==> config.mk <==
export PLATFORM = sky130hd
export DESIGN_NAME = control_unit
export DESIGN_NICKNAME = d
export VERILOG_FILES = /design/src/rtl/cpu_pkg.sv /design/src/rtl/branch_eval.sv /design/src/rtl/control_unit.sv
export SDC_FILE = /design/constraint.sdc
export NUM_CORES = 1
export LEC_CHECK = 0
export BUFFER_PORTS_ARGS = -buffer_cell sky130_fd_sc_hd__buf_2
export CORE_UTILIZATION = 45
export CTS_CLUSTER_DIAMETER = 80
export DETAILED_ROUTE_END_ITERATION = 8
export GPL_ROUTABILITY_DRIVEN = 0
export PLACE_DENSITY_LB_ADDON = 0.25
export SETUP_SLACK_MARGIN = 0.02
export SLEW_MARGIN = 20
export SYNTH_ARGS = -nofsm -noshare
export SYNTH_HDL_FRONTEND = slang
export SYNTH_SLANG_ARGS = --single-unit
==> constraint.sdc <==
create_clock -name clk -period 2.38 [get_ports clk]
set_input_delay 0.357 -clock clk [delete_from_list [all_inputs] [get_ports clk]]
set_output_delay 0.357 -clock clk [all_outputs]
set_load 0.01 [all_outputs]
==> src/rtl/cpu_pkg.sv <==
// Shared definitions for the 8-bit CPU: opcodes, ALU and bus select codes,
// sequencer states and condition-code bit positions.
package cpu_pkg;

  localparam logic [7:0] OP_LDA_IMM = 8'h86;
  localparam logic [7:0] OP_LDA_DIR = 8'h87;
  localparam logic [7:0] OP_LDB_IMM = 8'h88;
  localparam logic [7:0] OP_LDB_DIR = 8'h89;
  localparam logic [7:0] OP_STA     = 8'h96;
  localparam logic [7:0] OP_STB     = 8'h97;
  localparam logic [7:0] OP_ADD     = 8'h42;
  localparam logic [7:0] OP_SUB     = 8'h43;
  localparam logic [7:0] OP_AND     = 8'h44;
  localparam logic [7:0] OP_OR      = 8'h45;
  localparam logic [7:0] OP_INCA    = 8'h46;
  localparam logic [7:0] OP_DECA    = 8'h47;
  localparam logic [7:0] OP_BRA     = 8'h20;
  localparam logic [7:0] OP_BEQ     = 8'h21;
  localparam logic [7:0] OP_BNE     = 8'h22;
  localparam logic [7:0] OP_BMI     = 8'h23;
  localparam logic [7:0] OP_BCS     = 8'h24;
  localparam logic [7:0] OP_HALT    = 8'hFF;

  localparam logic [3:0] ALU_ADD  = 4'b0000;
  localparam logic [3:0] ALU_SUB  = 4'b0001;
  localparam logic [3:0] ALU_AND  = 4'b0010;
  localparam logic [3:0] ALU_OR   = 4'b0011;
  localparam logic [3:0] ALU_INCA = 4'b0100;
  localparam logic [3:0] ALU_DECA = 4'b0101;

  localparam logic [1:0] BUS1_PC = 2'b00;
  localparam logic [1:0] BUS1_A  = 2'b01;
  localparam logic [1:0] BUS1_B  = 2'b10;

  localparam logic [2:0] BUS2_ALU  = 3'b000;
  localparam logic [2:0] BUS2_BUS1 = 3'b001;
  localparam logic [2:0] BUS2_MEM  = 3'b010;

  localparam int CCR_N = 3;
  localparam int CCR_Z = 2;
  localparam int CCR_V = 1;
  localparam int CCR_C = 0;

  typedef enum logic [4:0] {
    S_F0, S_F1, S_DEC,
    S_I0, S_I1,
    S_D0, S_D1, S_D2, S_D3, S_ST,
    S_ALU,
    S_B0, S_B1,
    S_HALT
  } state_t;

  function automatic logic [3:0] alu_sel_of(input logic [7:0] op);
    case (op)
      OP_SUB:  return ALU_SUB;
      OP_AND:  return ALU_AND;
      OP_OR:   return ALU_OR;
      OP_INCA: return ALU_INCA;
      OP_DECA: return ALU_DECA;
      default: return ALU_ADD;
    endcase
  endfunction

endpackage

==> src/rtl/branch_eval.sv <==
// Branch condition evaluation: decides taken/not-taken from opcode and flags.
module branch_eval
  import cpu_pkg::*;
(
  input  logic [7:0] IR,
  input  logic [3:0] CCR_Result,
  output logic       taken
);

  // No branch looks at overflow; kept visible so the port stays a full CCR.
  logic unused_v;
  assign unused_v = CCR_Result[CCR_V];

  always_comb begin
    taken = 1'b0;
    case (IR)
      OP_BRA:  taken = 1'b1;
      OP_BEQ:  taken = CCR_Result[CCR_Z];
      OP_BNE:  taken = ~CCR_Result[CCR_Z];
      OP_BMI:  taken = CCR_Result[CCR_N];
      OP_BCS:  taken = CCR_Result[CCR_C];
      default: taken = 1'b0;
    endcase
  end

endmodule

==> src/rtl/control_unit.sv <==
// Multi-cycle fetch/decode/execute sequencer. Outputs are decoded from the
// state register (plus the latched opcode), so they drop together with reset.
module control_unit
  import cpu_pkg::*;
#(
  parameter state_t RESET_STATE = S_F0
) (
  input  logic       clk,
  input  logic       reset,
  input  logic [7:0] IR,
  input  logic [3:0] CCR_Result,
  output logic       IR_Load,
  output logic       MAR_Load,
  output logic       PC_Load,
  output logic       PC_Inc,
  output logic       CCR_Load,
  output logic [3:0] ALU_Sel,
  output logic [1:0] Bus1_Sel,
  output logic [2:0] Bus2_Sel,
  output logic       addr_sel,
  output logic       write,
  output logic       reg_we,
  output logic       reg_wsel,
  output logic [7:0] immediate_value,
  output logic [7:0] address_value,
  output logic       halted
);

  state_t state;
  logic   taken;

  branch_eval u_branch_eval (
    .IR         (IR),
    .CCR_Result (CCR_Result),
    .taken      (taken)
  );

  always_ff @(posedge clk or negedge reset) begin
    if (!reset) begin
      state <= RESET_STATE;
    end else begin
      case (state)
        S_F0:  state <= S_F1;
        S_F1:  state <= S_DEC;
        S_DEC: begin
          case (IR)
            OP_LDA_IMM, OP_LDB_IMM:                 state <= S_I0;
            OP_LDA_DIR, OP_LDB_DIR, OP_STA, OP_STB: state <= S_D0;
            OP_ADD, OP_SUB, OP_AND, OP_OR,
            OP_INCA, OP_DECA:                       state <= S_ALU;
            OP_BRA, OP_BEQ, OP_BNE, OP_BMI, OP_BCS: state <= S_B0;
            OP_HALT:                                state <= S_HALT;
            default:                                state <= S_F0;
          endcase
        end
        S_I0:   state <= S_I1;
        S_I1:   state <= S_F0;
        S_D0:   state <= S_D1;
        // Stores and direct loads share the operand fetch, then split.
        S_D1:   state <= (IR == OP_STA || IR == OP_STB) ? S_ST : S_D2;
        S_D2:   state <= S_D3;
        S_D3:   state <= S_F0;
        S_ST:   state <= S_F0;
        S_ALU:  state <= S_F0;
        S_B0:   state <= S_B1;
        S_B1:   state <= S_F0;
        S_HALT: state <= S_HALT;
        default: state <= S_F0;
      endcase
    end
  end

  always_comb begin
    IR_Load  = 1'b0;
    MAR_Load = 1'b0;
    PC_Load  = 1'b0;
    PC_Inc   = 1'b0;
    CCR_Load = 1'b0;
    ALU_Sel  = ALU_ADD;
    Bus1_Sel = BUS1_PC;
    Bus2_Sel = BUS2_ALU;
    addr_sel = 1'b0;
    write    = 1'b0;
    reg_we   = 1'b0;
    reg_wsel = 1'b0;
    case (state)
      S_F1: begin
        IR_Load  = 1'b1;
        Bus2_Sel = BUS2_MEM;
        PC_Inc   = 1'b1;
      end
      S_I1: begin
        Bus2_Sel = BUS2_MEM;
        reg_we   = 1'b1;
        reg_wsel = (IR == OP_LDB_IMM);
        PC_Inc   = 1'b1;
      end
      S_D1: begin
        MAR_Load = 1'b1;
        Bus2_Sel = BUS2_MEM;
        PC_Inc   = 1'b1;
      end
      S_D2: addr_sel = 1'b1;
      S_D3: begin
        addr_sel = 1'b1;
        Bus2_Sel = BUS2_MEM;
        reg_we   = 1'b1;
        reg_wsel = (IR == OP_LDB_DIR);
      end
      S_ST: begin
        addr_sel = 1'b1;
        write    = 1'b1;
        Bus1_Sel = (IR == OP_STB) ? BUS1_B : BUS1_A;
      end
      S_ALU: begin
        ALU_Sel  = alu_sel_of(IR);
        Bus2_Sel = BUS2_ALU;
        reg_we   = 1'b1;
        CCR_Load = 1'b1;
      end
      // Taken: datapath adds the offset byte to the operand address in PC.
      S_B1: begin
        if (taken) begin
          PC_Load  = 1'b1;
          Bus2_Sel = BUS2_MEM;
        end else begin
          PC_Inc   = 1'b1;
        end
      end
      default: ;
    endcase
  end

  assign halted          = (state == S_HALT);
  assign immediate_value = 8'h00;
  assign address_value   = 8'h00;

endmodule

Word level (Yosys, flattened, before mapping)
Cells that the tools add are included.

Input port bits: 14. Output and inout port bits: 35. Word-level logic and storage cells: 64. Bits in registers: 5.

Reductions and logical operators: 10. Bitwise logic cells: 1. Mux-type cells: 21. Equality and inequality tests: 31.

Operators with widths (number): $eq 8x8->1 const B (7); $eq 8x7->1 const B (6); $eq 8x6->1 const B (5); $pmux 4 s9 (1); $eq 5x4->1 const B (6); $eq 5x3->1 const B (4); $pmux 4 s5 (1); $pmux 3 s5 (1); $eq 5x2->1 const B (2); $mux 1 (9); $reduce_or 3->1 (3); $reduce_or 4->1 (2); $mux 2 (3); $reduce_or 6->1 (1); $eq 5x1->1 const B (1); $logic_not 5->1 (1); $pmux 1 s5 (1); $reduce_or 5->1 (1); $mux 4 (1); $pmux 1 s2 (2); $pmux 2 s2 (1); $mux 3 (1); $reduce_or 2->1 (1); $logic_or 1x1->1 (1); $not 1->1 (1).

Depth between registers and ports, before layout
Word-level depth: 4. Gate-level depth with buffers: 5. Mapped depth without buffers: 4.

Modules after synthesis
Synthesis repeated with hierarchy kept, for this count alone.

Cell total of the unflattened synthesis: 117. Area total of the unflattened synthesis: 785.8 µm².

By module, submodules not included: control_unit (area an instance 733.2 µm², sequential area each 100.1 µm², cells each 109, times used 1); branch_eval (area an instance 52.6 µm², sequential area each 0.0 µm², cells each 8, times used 1).

Least setup slack after synthesis
No wires, ideal clock.

Path kind: input port to output port. From: input IR[3]. To: output Bus2_Sel[1]. Setup slack: 0.560 ns. Data required time: 2.023 ns. Stages: 4. Data arrival time: 1.463 ns. Buffers on the path: 0. Path through: or3_4 -> a2111oi_4 -> a21oi_2 -> o31ai_1.

Longest elaborated chain between the ends: 4. Elaborated cells on any way between the ends: 8. Classes of those cells: eq/ne (5); mux (3).

Ends and longest elaborated chain: start: declaration (line control_unit.sv:10) `input logic [7:0] IR,`; $eq 8x6->1 (line branch_eval.sv:16) `case (IR)`; $pmux 1 s5 * (line branch_eval.sv:16); $mux 2 * (line control_unit.sv:123) `if (taken) begin`; $pmux 2 s2 * (line control_unit.sv:86) `case (state)`; end: declaration (line control_unit.sv:19) `output logic [2:0] Bus2_Sel,`.

Mark *: on every way between the ends. The rest lies on a longest branch, timed or not.

Final worst setup path
From: input IR[3]. To: output PC_Inc.

Longest elaborated chain between the ends: 4. Elaborated cells on any way between the ends: 8. Classes of those cells: eq/ne (5); mux (3).

Ends and longest elaborated chain: $eq 8x6->1 (line branch_eval.sv:16); $pmux 1 s5 * (line branch_eval.sv:16); $mux 1 * (line control_unit.sv:123); $pmux 1 s2 * (line control_unit.sv:86); end: declaration (line control_unit.sv:15) `output logic PC_Inc,`.

Marks and branches as above.

==> impl_metrics.tcl <==
set metrics [dict create \
    via_per_inst 5.056 \
    finalHoldViolations 0 \
    dpl.hpwl_um 1330 \
    postSynthAreaPerCell_um2 7.284 \
    antenna_found_initial 0 \
    endpoint_kind "output pin" \
    status "finished clean" \
    r2r_cells 4 \
    yosysWarnings 0 \
    antenna_left 0 \
    max_freq_mhz 477.5 \
    largest_register_ffs 4 \
    drc 0 \
    grt_max_degree 12 \
    stdcell_count 162 \
    nNetsFinal 153 \
    finalWirelength_um 1680 \
    setup_tns_ns 0 \
    htreeDepth 1 \
    synth_cells 112 \
    io_pins 49 \
    holdCritPathClass "in2async" \
    rows 15 \
    die_x_um 44.58 \
    setup_ws_ns 0.2856 \
    ys_seq_elements 4 \
    rsz0062_at_grt "false" \
    top_register "state" \
    crit_type "in2out" \
    worst_setup_path_startpoint "IR[3]" \
    fin_skew_ns 0.006187 \
    drv_cap 0 \
    crit_arrival_ns 1.74 \
    cts_root_buffer "clkbuf_4" \
    dp.cells 158 \
    path_max_fanout 8 \
    core_area_um2 1708 \
    path_clk_slew_ns 0.04 \
    n_fill_cell 178 \
    crit_chain "buf_2 > or3_4 > a2111oi_4 > a21oi_2 > a211o_1 > buf_2" \
    ctsResizeCount 0 \
    synth_edf_count 0 \
    first_global_vias 648 \
    synthDistinctLibCells 42 \
    cts.sinks 4 \
    overflow 0 \
    wl_per_cell_um 10.37 \
    start_kind "input pin" \
    drt_iter0_markers 24 \
    grt_first_pass_wirelength_um 2808 \
    power_leakage_uw 0.0004272 \
    r2r_slack_ns 0.91 \
    peakVddDrop_uv 271.3 \
    n_antenna_cell 0 \
    numCtsBuffers 3 \
    cpMaxStageDelayCell "or3_4" \
    worstReg2RegEnd "state[3]" \
    power_density_nw_per_um2 673.4 \
    dp_slack_ns 0.2991 \
    crit_top_cell "buf_2" \
    synthArstFlopShare_pct 100.0 \
    tritoncts "yes" \
    period_minus_slack_ns 2.094 \
    crit_required_ns 2.02 \
    crit_path_end "PC_Inc" \
    initial_core_util_pct 47.77 \
    clk_path_buf_depth 2 \
    top_regs "state: 4 flops" \
    area.growth.synth_to_final_pct 9.356 \
    clock_latency_ns 0.23 \
    dieHeight_um 44.58 \
    synth-main-ff-cell "dfrtp_1" \
    vias 819 \
    io_buffers 28 \
    drtPass1Iterations 4 \
    finalMaxSlewViolations 0 \
    drive_gt1_share_pct 27.01 \
    timing.final.crit_share_pct 88.00 \
    ys_seq_area_share_pct 12.27 \
    crit-reg2reg-launch "state[2]" \
    dieArea_um2 1987 \
    gr-usage-all-layers_pct 18.59 \
    syn-cell-area_um2 815.8 \
    finalSetupViolations 0 \
    slowest_delay_ns 0.44 \
]
[Yosys cell counts (2+ instances only)]
| cell | number | area (µm²) |
|---|---|---|
| o31ai_1 | 2 | 15.01 |
| or3b_1 | 2 | 17.52 |
| and3_1 | 2 | 12.51 |
| inv_1 | 2 | 7.510 |
| buf_6 | 3 | 33.78 |
| a21oi_1 | 6 | 30.03 |
| nor3_1 | 6 | 30.03 |
| nand4_1 | 2 | 12.51 |
| nand3_1 | 2 | 10.01 |
| nand2b_1 | 8 | 50.05 |
| nor2_1 | 14 | 52.55 |
| or4b_1 | 2 | 20.02 |
| buf_4 | 22 | 165.2 |
| nand2_1 | 7 | 26.28 |
| dfrtp_1 | 4 | 100.1 |
| a311oi_1 | 2 | 17.52 |
[power by group]
group	leakage (µW)	total, µW	switching (µW)	internal [µW]
combinational	0.000361	367	208	159
clock	0.0000138	80.6	24.4	56.1
sequential	0.0000520	153	60.1	93.0
total	0.000427	601	292	308
[critical path: cells and delay by family]
kind | cells | cell delay (ns)
compound gates | 3 | 0.66
buf+inv | 2 | 0.28
simple gates | 1 | 0.44
[cells by family (layout without fill, tap and decap cells)]
group | count (synthesis) | in the layout | share of synthesized area (%)
xor+xnor | 1 | 1 | 1.074
flops | 4 | 4 | 12.27
compound gates | 22 | 22 | 21.17
other cells | 1 | 19 | 0.4597
buf+inv | 28 | 35 | 25.77
simple gates | 56 | 56 | 39.27
[final cells by class]
class	instances	area (µm²)	share of cell area, %
multi-input combinational	98	573.1	64.24
sequential	4	100.1	11.22
clock buffer	3	22.52	2.525
tap	25	31.28	3.506
timing repair buffer	30	157.7	17.67
inverter	2	7.507	0.8415
[worst min-delay path by stage]
stage | to | slack [ns] | cells after the start
5_1_grt | state[2] | 0.46 | 2
4_1_cts | state[2] | 0.46 | 2
3_5_place_dp | state[2] | 0.17 | 1
3_3_place_gp | state[2] | 0.16 | 1
2_1_floorplan | state[0] | 0.06 | 0
6_report | state[2] | 0.46 | 2
[timing repair]
action                    in CTS  in global routing
setup buffers                  0                  0
hold buffers                   1                  0
hold endpoints to repair       4                  0
[placed cells by master (no fill, tap or decap), types with 2 or more instances in the layout]
cell type  instances
buf_2             28
conb_1            19
nor2_1            14
nand2b_1           8
nand2_1            7
nor3_1             6
a21oi_1            6
dfrtp_1            4
clkbuf_4           3
or3b_1             2
or4b_1             2
nand4_1            2
inv_1              2
a311oi_1           2
o31ai_1            2
nand3_1            2
and3_1             2
[per-stage QoR]
| stage | hold WS, ns | power (µW) | utilization [%] | cell area (µm²) |
|---|---|---|---|---|
| floorplan | 0.06141 | 452.6 | - | 883.3 |
| global placement | 0.1594 | 510.2 | 50.33 | 859.6 |
| detailed placement | 0.1665 | 514.4 | 50.33 | 859.6 |
| CTS | 0.4552 | 602.3 | 52.23 | 892.1 |
| global route | 0.4620 | 657.5 | 52.23 | 892.1 |
| finish | 0.4600 | 600.7 | 52.23 | 892.1 |
[layer usage]
layer | vias to the layer above | track usage, % | wire length (µm)
li1 | 415 | - | -
met1 | 365 | 26.49 | 809
met2 | 39 | 30.00 | 753
met3 | 0 | 2.449 | 118
met4 | 0 | 3.636 | 0
met5 | - | 0 | 0
Note: power is estimated with default switching activity, not from simulation.
